[config.mk]
export PLATFORM = sky130hd
export DESIGN_NAME = vga_text_console_flat
export DESIGN_NICKNAME = d
export VERILOG_FILES = /design/src/rtl/vga_text_pkg.sv /design/src/rtl/vga_text_console_if.sv /design/src/rtl/vga_text_cursor.sv /design/src/rtl/vga_text_console.sv /design/src/flat_wrapper.sv
export SDC_FILE = /design/constraint.sdc
export NUM_CORES = 1
export LEC_CHECK = 0
export ABC_AREA = 1
export CORE_MARGIN = 2
export CORE_UTILIZATION = 50
export CTS_CLUSTER_DIAMETER = 200
export DETAILED_ROUTE_END_ITERATION = 10
export PLACE_DENSITY = 0.85
export SLEW_MARGIN = 0
export SYNTH_ARGS = -nofsm -noshare
export SYNTH_HDL_FRONTEND = slang
export SYNTH_SLANG_ARGS = --single-unit
[constraint.sdc]
create_clock -name clk -period 3.2 [get_ports clk]
set_input_delay 0.48 -clock clk [delete_from_list [all_inputs] [get_ports clk]]
set_output_delay 0.48 -clock clk [all_outputs]
set_load 0.01 [all_outputs]
[src/rtl/vga_text_pkg.sv]
// Shared constants, control codes and sequencer state type
// for the 40x20 VGA text console front end.
package vga_text_pkg;

    localparam int COLS       = 40;
    localparam int ROWS       = 20;
    localparam int TEXT_DEPTH = COLS * ROWS;
    localparam int RD_LAT     = 1;

    localparam int COL_W  = 6;
    localparam int ROW_W  = 5;
    localparam int ADDR_W = 10;
    localparam int LAT_W  = 2;

    localparam logic [7:0] BLANK = 8'h20;
    localparam logic [7:0] CH_BS = 8'h08;
    localparam logic [7:0] CH_LF = 8'h0A;
    localparam logic [7:0] CH_FF = 8'h0C;
    localparam logic [7:0] CH_CR = 8'h0D;

    localparam logic [ADDR_W-1:0] SCR_LAST  = ADDR_W'(COLS * (ROWS - 1) - 1);
    localparam logic [ADDR_W-1:0] LAST_ADDR = ADDR_W'(TEXT_DEPTH - 1);
    localparam logic [LAT_W-1:0]  LAT_LAST  = LAT_W'(RD_LAT - 1);

    typedef enum logic [2:0] {
        ST_IDLE,
        ST_PUT,
        ST_SCR_RD,
        ST_SCR_WR,
        ST_SCR_CLR,
        ST_CLR
    } console_state_t;

endpackage

[src/rtl/vga_text_console_if.sv]
// Character command handshake: cmd_valid/cmd_char from the requester,
// cmd_ready back from the console. master = requester, slave = console.
interface vga_text_console_if;

    logic       cmd_valid;
    logic [7:0] cmd_char;
    logic       cmd_ready;

    modport master (output cmd_valid, output cmd_char, input cmd_ready);
    modport slave  (input cmd_valid, input cmd_char, output cmd_ready);

endinterface

[src/rtl/vga_text_cursor.sv]
// Cursor column/row register with move/home controls.
// Ports: clk, rst, i_inc/i_dec/i_nl/i_home_col/i_home/i_last_row in;
// o_col, o_row, o_addr (row*COLS+col), o_at_last_col/o_at_last_row/o_at_origin out.
module vga_text_cursor
    import vga_text_pkg::*;
(
    input  logic              clk,
    input  logic              rst,
    input  logic              i_inc,
    input  logic              i_dec,
    input  logic              i_nl,
    input  logic              i_home_col,
    input  logic              i_home,
    input  logic              i_last_row,
    output logic [COL_W-1:0]  o_col,
    output logic [ROW_W-1:0]  o_row,
    output logic [ADDR_W-1:0] o_addr,
    output logic              o_at_last_col,
    output logic              o_at_last_row,
    output logic              o_at_origin
);

    logic [COL_W-1:0] r_col;
    logic [ROW_W-1:0] r_row;

    assign o_col         = r_col;
    assign o_row         = r_row;
    assign o_at_last_col = (r_col == COL_W'(COLS - 1));
    assign o_at_last_row = (r_row == ROW_W'(ROWS - 1));
    assign o_at_origin   = (r_col == '0) && (r_row == '0);
    assign o_addr        = ADDR_W'(r_row) * ADDR_W'(COLS) + ADDR_W'(r_col);

    always_ff @(posedge clk) begin
        if (rst || i_home) begin
            r_col <= '0;
            r_row <= '0;
        end else begin
            if (i_home_col)
                r_col <= '0;
            else if (i_inc)
                r_col <= o_at_last_col ? '0 : r_col + 1'b1;
            else if (i_dec)
                r_col <= (r_col == '0) ? COL_W'(COLS - 1) : r_col - 1'b1;

            // Row never leaves 0..ROWS-1; overflow is handled by scrolling.
            if (i_last_row)
                r_row <= ROW_W'(ROWS - 1);
            else if (i_nl && !o_at_last_row)
                r_row <= r_row + 1'b1;
            else if (i_inc && o_at_last_col && !o_at_last_row)
                r_row <= r_row + 1'b1;
            else if (i_dec && (r_col == '0) && (r_row != '0))
                r_row <= r_row - 1'b1;
        end
    end

endmodule

[src/rtl/vga_text_console.sv]
// Character-stream front end and sole writer of the 40x20 text RAM.
// Ports: clk, rst, cmd (handshake slave), busy, cur_col, cur_row, ram_addr/wdata/we out, ram_rdata in.
module vga_text_console
    import vga_text_pkg::*;
(
    input  logic              clk,
    input  logic              rst,
    vga_text_console_if.slave cmd,
    output logic              busy,
    output logic [COL_W-1:0]  cur_col,
    output logic [ROW_W-1:0]  cur_row,
    output logic [ADDR_W-1:0] ram_addr,
    output logic [7:0]        ram_wdata,
    output logic              ram_we,
    input  logic [7:0]        ram_rdata
);

    console_state_t    r_state;
    console_state_t    w_next;
    logic [ADDR_W-1:0] r_idx;
    logic [LAT_W-1:0]  r_lat;
    logic [7:0]        r_wdata;
    logic              r_is_bs;

    logic              w_idle;
    logic              w_xfer;
    logic              w_is_bs;
    logic              w_is_lf;
    logic              w_is_ff;
    logic              w_is_cr;
    logic              w_idx_last;

    logic              w_inc;
    logic              w_dec;
    logic              w_nl;
    logic              w_home_col;
    logic              w_home;
    logic              w_last_row;
    logic [ADDR_W-1:0] w_cur_addr;
    logic              w_at_last_col;
    logic              w_at_last_row;
    logic              w_at_origin;

    assign w_idle        = (r_state == ST_IDLE);
    assign cmd.cmd_ready = w_idle;
    assign busy          = !w_idle;
    assign w_xfer        = cmd.cmd_valid && w_idle;

    assign w_is_bs    = (cmd.cmd_char == CH_BS);
    assign w_is_lf    = (cmd.cmd_char == CH_LF);
    assign w_is_ff    = (cmd.cmd_char == CH_FF);
    assign w_is_cr    = (cmd.cmd_char == CH_CR);
    assign w_idx_last = (r_idx == LAST_ADDR);

    vga_text_cursor u_cursor (
        .clk           (clk),
        .rst           (rst),
        .i_inc         (w_inc),
        .i_dec         (w_dec),
        .i_nl          (w_nl),
        .i_home_col    (w_home_col),
        .i_home        (w_home),
        .i_last_row    (w_last_row),
        .o_col         (cur_col),
        .o_row         (cur_row),
        .o_addr        (w_cur_addr),
        .o_at_last_col (w_at_last_col),
        .o_at_last_row (w_at_last_row),
        .o_at_origin   (w_at_origin)
    );

    always_ff @(posedge clk) begin
        if (rst)
            r_state <= ST_IDLE;
        else
            r_state <= w_next;
    end

    always_comb begin
        w_next = r_state;
        unique case (r_state)
            ST_IDLE: begin
                if (w_xfer) begin
                    unique case (1'b1)
                        w_is_ff: w_next = ST_CLR;
                        w_is_cr: w_next = ST_IDLE;
                        w_is_lf: w_next = w_at_last_row ? ST_SCR_RD : ST_IDLE;
                        w_is_bs: w_next = w_at_origin ? ST_IDLE : ST_PUT;
                        default: w_next = ST_PUT;
                    endcase
                end
            end
            ST_PUT: begin
                if (!r_is_bs && w_at_last_col && w_at_last_row)
                    w_next = ST_SCR_RD;
                else
                    w_next = ST_IDLE;
            end
            ST_SCR_RD: begin
                if (r_lat == LAT_LAST)
                    w_next = ST_SCR_WR;
            end
            ST_SCR_WR: begin
                w_next = (r_idx == SCR_LAST) ? ST_SCR_CLR : ST_SCR_RD;
            end
            ST_SCR_CLR,
            ST_CLR: begin
                if (w_idx_last)
                    w_next = ST_IDLE;
            end
            default: w_next = ST_IDLE;
        endcase
    end

    always_comb begin
        ram_addr   = w_cur_addr;
        ram_wdata  = '0;
        ram_we     = 1'b0;
        w_inc      = 1'b0;
        w_dec      = 1'b0;
        w_nl       = 1'b0;
        w_home_col = 1'b0;
        w_home     = 1'b0;
        w_last_row = 1'b0;
        unique case (r_state)
            ST_IDLE: begin
                if (w_xfer) begin
                    unique case (1'b1)
                        w_is_ff: begin end
                        w_is_cr: w_home_col = 1'b1;
                        w_is_lf: begin
                            w_home_col = 1'b1;
                            w_nl       = 1'b1;
                        end
                        w_is_bs: w_dec = !w_at_origin;
                        default: begin end
                    endcase
                end
            end
            ST_PUT: begin
                ram_we    = 1'b1;
                ram_wdata = r_wdata;
                // Wrapping off the last cell leaves the cursor at the start of
                // the last row; the scroll that follows makes that row blank.
                if (!r_is_bs) begin
                    if (w_at_last_col && w_at_last_row)
                        w_home_col = 1'b1;
                    else
                        w_inc = 1'b1;
                end
            end
            ST_SCR_RD: begin
                ram_addr = r_idx + ADDR_W'(COLS);
            end
            ST_SCR_WR: begin
                ram_addr  = r_idx;
                ram_wdata = ram_rdata;
                ram_we    = 1'b1;
            end
            ST_SCR_CLR: begin
                ram_addr  = r_idx;
                ram_wdata = BLANK;
                ram_we    = 1'b1;
                if (w_idx_last) begin
                    w_home_col = 1'b1;
                    w_last_row = 1'b1;
                end
            end
            ST_CLR: begin
                ram_addr  = r_idx;
                ram_wdata = BLANK;
                ram_we    = 1'b1;
                w_home    = w_idx_last;
            end
            default: begin end
        endcase
    end

    // SCR_WR running past SCR_LAST lands exactly on the first cell of the
    // last row, which is where SCR_CLR starts.
    always_ff @(posedge clk) begin
        if (rst) begin
            r_idx   <= '0;
            r_lat   <= '0;
            r_wdata <= '0;
            r_is_bs <= 1'b0;
        end else begin
            unique case (r_state)
                ST_IDLE: begin
                    r_idx <= '0;
                    r_lat <= '0;
                    if (w_xfer) begin
                        r_wdata <= w_is_bs ? BLANK : cmd.cmd_char;
                        r_is_bs <= w_is_bs;
                    end
                end
                ST_PUT: begin
                    r_idx <= '0;
                end
                ST_SCR_RD: begin
                    r_lat <= (r_lat == LAT_LAST) ? '0 : r_lat + 1'b1;
                end
                ST_SCR_WR: begin
                    r_idx <= r_idx + 1'b1;
                end
                ST_SCR_CLR,
                ST_CLR: begin
                    r_idx <= w_idx_last ? '0 : r_idx + 1'b1;
                end
                default: r_idx <= '0;
            endcase
        end
    end

endmodule

[src/flat_wrapper.sv]
// flat-port wrapper written by rule: the top's interface ports become plain ports
module vga_text_console_flat import vga_text_pkg::*;
  (clk, rst, busy, cur_col, cur_row, ram_addr, ram_wdata, ram_we, ram_rdata, cmd_cmd_valid, cmd_cmd_char, cmd_cmd_ready);
  vga_text_console_if cmd_i ();
  input  logic clk;
  input  logic rst;
  output logic busy;
  output logic [COL_W-1:0] cur_col;
  output logic [ROW_W-1:0] cur_row;
  output logic [ADDR_W-1:0] ram_addr;
  output logic [7:0] ram_wdata;
  output logic ram_we;
  input  logic [7:0] ram_rdata;
  input wire logic [$bits(cmd_i.cmd_valid)-1:0] cmd_cmd_valid;
  input wire logic [$bits(cmd_i.cmd_char)-1:0] cmd_cmd_char;
  output wire logic [$bits(cmd_i.cmd_ready)-1:0] cmd_cmd_ready;
  assign cmd_i.cmd_valid = cmd_cmd_valid;
  assign cmd_i.cmd_char = cmd_cmd_char;
  assign cmd_cmd_ready = cmd_i.cmd_ready;
  vga_text_console u_core (.clk(clk), .rst(rst), .cmd(cmd_i), .busy(busy), .cur_col(cur_col), .cur_row(cur_row), .ram_addr(ram_addr), .ram_wdata(ram_wdata), .ram_we(ram_we), .ram_rdata(ram_rdata));
endmodule
==> key figures <==
STA
  – Post-route clock skew: 0.01026 ns
  – Worst relative slew slack: 0.6978
  – Unrepaired setup endpoints after global routing: no
  – Total of endpoints with negative setup slack in the final report: 0
  – Count of endpoints failing hold in the final timing report: 0
  – Min setup slack post-route: 0.1313 ns
  – Fin Hold WS: 0.4527 ns
  – Max-slew violation total from the final report: 0
  – Period minus WS final: 3.069 ns
  – Part of the cycle the worst path needs: 0.9590
  – Aggregate negative setup slack: 0 ns
  – Achievable clock frequency: 325.9 MHz
  – Slew at the pin closest to its max-slew limit: 0.4498 ns

Logic synthesis
  – YS warnings: 0
  – Syn_area_per_cell: 6.596 µm²
  – Unique masters post-synth: 42
  – Synth top area share: 0.2275
  – #FFs+latches synth: 35
  – Register area share after synthesis: 0.2275
  – Cells after Synth: 467
  – Ranking of synthesized cells by area: sky130_fd_sc_hd__dfxtp_1, sky130_fd_sc_hd__nand2_1, sky130_fd_sc_hd__inv_1, sky130_fd_sc_hd__ha_1, sky130_fd_sc_hd__o21ai_0
  – Post-synthesis net count: 505
  – Number of enable-type register cells in the synthesized netlist: 0
  – Top FF cell, synth: sky130_fd_sc_hd__dfxtp_1
  – Leading area contributor after synthesis: sky130_fd_sc_hd__dfxtp_1
  – Async S/R FF share, synth: 0
  – Netlist area before placement: 0.003080 mm²

Clock tree
  – CTS tree: built
  – Clock-pin slew of the registers on the worst-case setup and hold paths: 0.08 ns
  – Clock net sink count: 35
  – Number of hold-repair buffers added at the cts stage: 0
  – Setup Buffers After CTS: 0
  – Root buffer cell: sky130_fd_sc_hd__clkbuf_8
  – Clock buffers created by TritonCTS: 5
  – # H-tree levels: 2
  – Number of buffers on the longest clock path: 2
  – Clock insertion delay at the later pin of the skew report: 0.30 ns

Drt
  – DRC: 0
  – Vias: 3327
  – Met3 WL post-DR: 553 µm
  – Vias per inst: 5.564
  – DRT antenna net count: 0
  – Highest metal used: met4
  – Detailed Route Iter0 Violations: 341
  – Overall routed net length: 8311 µm
  – DR pass1 iterations: 5
  – Met2 WL: 3927 µm
  – Post-Route M1 WL: 3617 µm
  – Average routed wire per standard cell: 13.90 µm

Critical path
  – Required time at the endpoint of the critical path: 2.72 ns
  – Critical path start-end classification: reg2out
  – CP Capture Type: output pin
  – CP max stage delay: 0.49 ns
  – Critical path arrival: 2.59 ns
  – Chain of cells forming the critical path: ha_1, ha_1, nand2_1, nand2_1, a31oi_1, inv_1, or2_2, nand3_1, o21ai_0, clkdlybuf4s50_1
  – WP buf/inv: 2
  – Launching element type of the critical path: register
  – CP Max Fanout: 8
  – CP top delay family: adder cells
  – Crit-path slowest cell: sky130_fd_sc_hd__clkdlybuf4s50_1

Outcome
  – Run status: complete, no violations

Floorplanning
  – Placeable Area: 0.005921 mm²
  – Height of the chip: 82.49 µm
  – Overall die width: 82.49 µm
  – Starting utilization of the core area: 0.5203
  – DIE AREA: 0.006805 mm²
  – Row count: 28
  – # IOs: 51

Global routing
  – Overall Global Routing Usage: 0.2568
  – Remaining global-route overflow: 0
  – Antenna violations before repair: 0
  – Pin count of the biggest net entering global routing: 14
  – First-pass GRT wire length: 13520 µm
  – Number of global-route vias before repair: 3029

Cells and area
  – Fin nets: 560
  – Commonest non-fill, non-tap cells in the layout: sky130_fd_sc_hd__nand2_1, sky130_fd_sc_hd__inv_1, sky130_fd_sc_hd__clkdlybuf4s50_1, sky130_fd_sc_hd__nor2_1, sky130_fd_sc_hd__o21ai_0
  – Antenna Diode Count: 0
  – Final standard cell utilization of the core: 0.6312
  – Leading cell type in the layout, fill and taps excluded: sky130_fd_sc_hd__nand2_1
  – Area delta synth->final: 21.32%
  – Layout cell share with drive strength beyond 1: 0.1166

Place
  – DP HPWL: 6412 µm
  – PortBufs: 50
  – Worst setup timing slack at the placement stage: 0.2594 ns
  – RD Place Congestion: 0.9328

Pwr
  – Power density normalized to cell area: 307.0 mW/mm²
  – Peak supply drop: 0.0001764 V
  – Leakage power total: 1.705 nW

Hold path
  – Hold/Removal Path Class: reg2reg

Job
  – Count of maximum capacitance violations: 0
==> state kept, by name, summed over array words and instances, names as in the netlist <==
| name | cells |
|---|---|
| u_core.u_cursor.o_row | 5 |
| u_core.r_wdata | 8 |
| u_core.u_cursor.o_col | 6 |
| u_core.r_state | 3 |
| u_core.r_lat | 2 |
| u_core.r_idx | 10 |
| u_core.r_is_bs | 1 |
==> cell families after synthesis <==
kind of cell,after synthesis,synth area share
buffers and inverters,74,0.1044
DFF,35,0.2275
xor gates and xnor gates,14,0.03981
adders and majority gates,19,0.08205
AOI/OAI and AO/OA,81,0.1483
and+or+nand+nor,244,0.3981
==> worst reg2reg max path: stages (launching register included) <==
cell	delay, ns
sky130_fd_sc_hd__dfxtp_1	0.42
sky130_fd_sc_hd__ha_1	0.20
sky130_fd_sc_hd__nand2_1	0.13
sky130_fd_sc_hd__nor2_2	0.19
sky130_fd_sc_hd__nand3_1	0.13
sky130_fd_sc_hd__o21ai_1	0.33
sky130_fd_sc_hd__inv_1	0.11
sky130_fd_sc_hd__nand2_1	0.23
sky130_fd_sc_hd__a21oi_1	0.08
==> synthesized netlist by cell type, types with 2 or more instances <==
master,n
sky130_fd_sc_hd__nand2_1,110
sky130_fd_sc_hd__inv_1,58
sky130_fd_sc_hd__nor2_1,41
sky130_fd_sc_hd__dfxtp_1,35
sky130_fd_sc_hd__o21ai_0,35
sky130_fd_sc_hd__nand3_1,32
sky130_fd_sc_hd__a21oi_1,30
sky130_fd_sc_hd__ha_1,17
sky130_fd_sc_hd__nor2_2,11
sky130_fd_sc_hd__nand4_1,10
sky130_fd_sc_hd__nor3_1,9
sky130_fd_sc_hd__xor2_1,8
sky130_fd_sc_hd__inv_2,6
sky130_fd_sc_hd__xnor2_1,6
sky130_fd_sc_hd__nand2_2,5
sky130_fd_sc_hd__nand2_4,5
sky130_fd_sc_hd__nor2_4,5
sky130_fd_sc_hd__buf_6,4
sky130_fd_sc_hd__nand3_2,4
sky130_fd_sc_hd__o211ai_1,4
sky130_fd_sc_hd__buf_4,3
sky130_fd_sc_hd__nand3_4,3
sky130_fd_sc_hd__buf_2,2
sky130_fd_sc_hd__fa_1,2
sky130_fd_sc_hd__nor2_8,2
sky130_fd_sc_hd__o21ai_1,2
sky130_fd_sc_hd__or2_1,2
sky130_fd_sc_hd__or2_2,2
==> area by class of cell <==
class,instances,area (µm²)
Fill cell,535,2183
Multi-Input combinational cell,358,2058
Sequential cell,35,701.9
Timing Repair Buffer,57,554.3
Inverter,65,244.0
Tap cell,75,93.84
Clock buffer,6,72.57
Clock inverter,2,12.51
==> metrics by stage <==
stage	instances	power (W)	instance area [µm²]
floorplan	467	0.0006932	3080
global placement	590	0.0008152	3650
detailed placement	590	0.0008192	3650
CTS	598	0.001145	3734
global route	598	0.001202	3737
finish	598	0.001147	3737
==> layer usage <==
layer | vias up | global-route usage
met5 | - | 0
met1 | 1531 | 0.3167
met3 | 19 | 0.04348
met2 | 143 | 0.4339
met4 | 0 | 0.1213
li1 | 1634 | -
==> power by group <==
group | total (W) | internal [W] | switching (W)
logic | 0.000337 | 0.000149 | 0.000188
clock network | 0.000332 | 0.000152 | 0.000179
registers | 0.000478 | 0.000456 | 0.0000222
total | 0.00115 | 0.000757 | 0.000390
==> worst paths after layout <==
check | startpoint | end | slack [ns] | cells after the start
setup / recovery | u_core.u_cursor.o_row[0]$_SDFFE_PP0P_ | ram_addr[6] | 0.13 | 10
hold / removal | u_core.r_wdata[6]$_SDFFE_PP0P_ | u_core.r_wdata[6]$_SDFFE_PP0P_ | 0.45 | 2
setup reg to reg | u_core.r_idx[0]$_SDFFE_PP0N_ | u_core.u_cursor.o_col[4]$_SDFFE_PP0P_ | 1.27 | 8
hold reg to reg | u_core.r_wdata[6]$_SDFFE_PP0P_ | u_core.r_wdata[6]$_SDFFE_PP0P_ | 0.45 | 2
==> timing repair <==
| action | CTS | global route |
|---|---|---|
| endpoints found under the setup margin | 1 | 2 |
| pin swaps | 0 | 0 |
| hold endpoints to repair | 0 | 0 |
| resized for setup | 1 | 2 |
No activity file was read; power rests on OpenSTA's default activity.
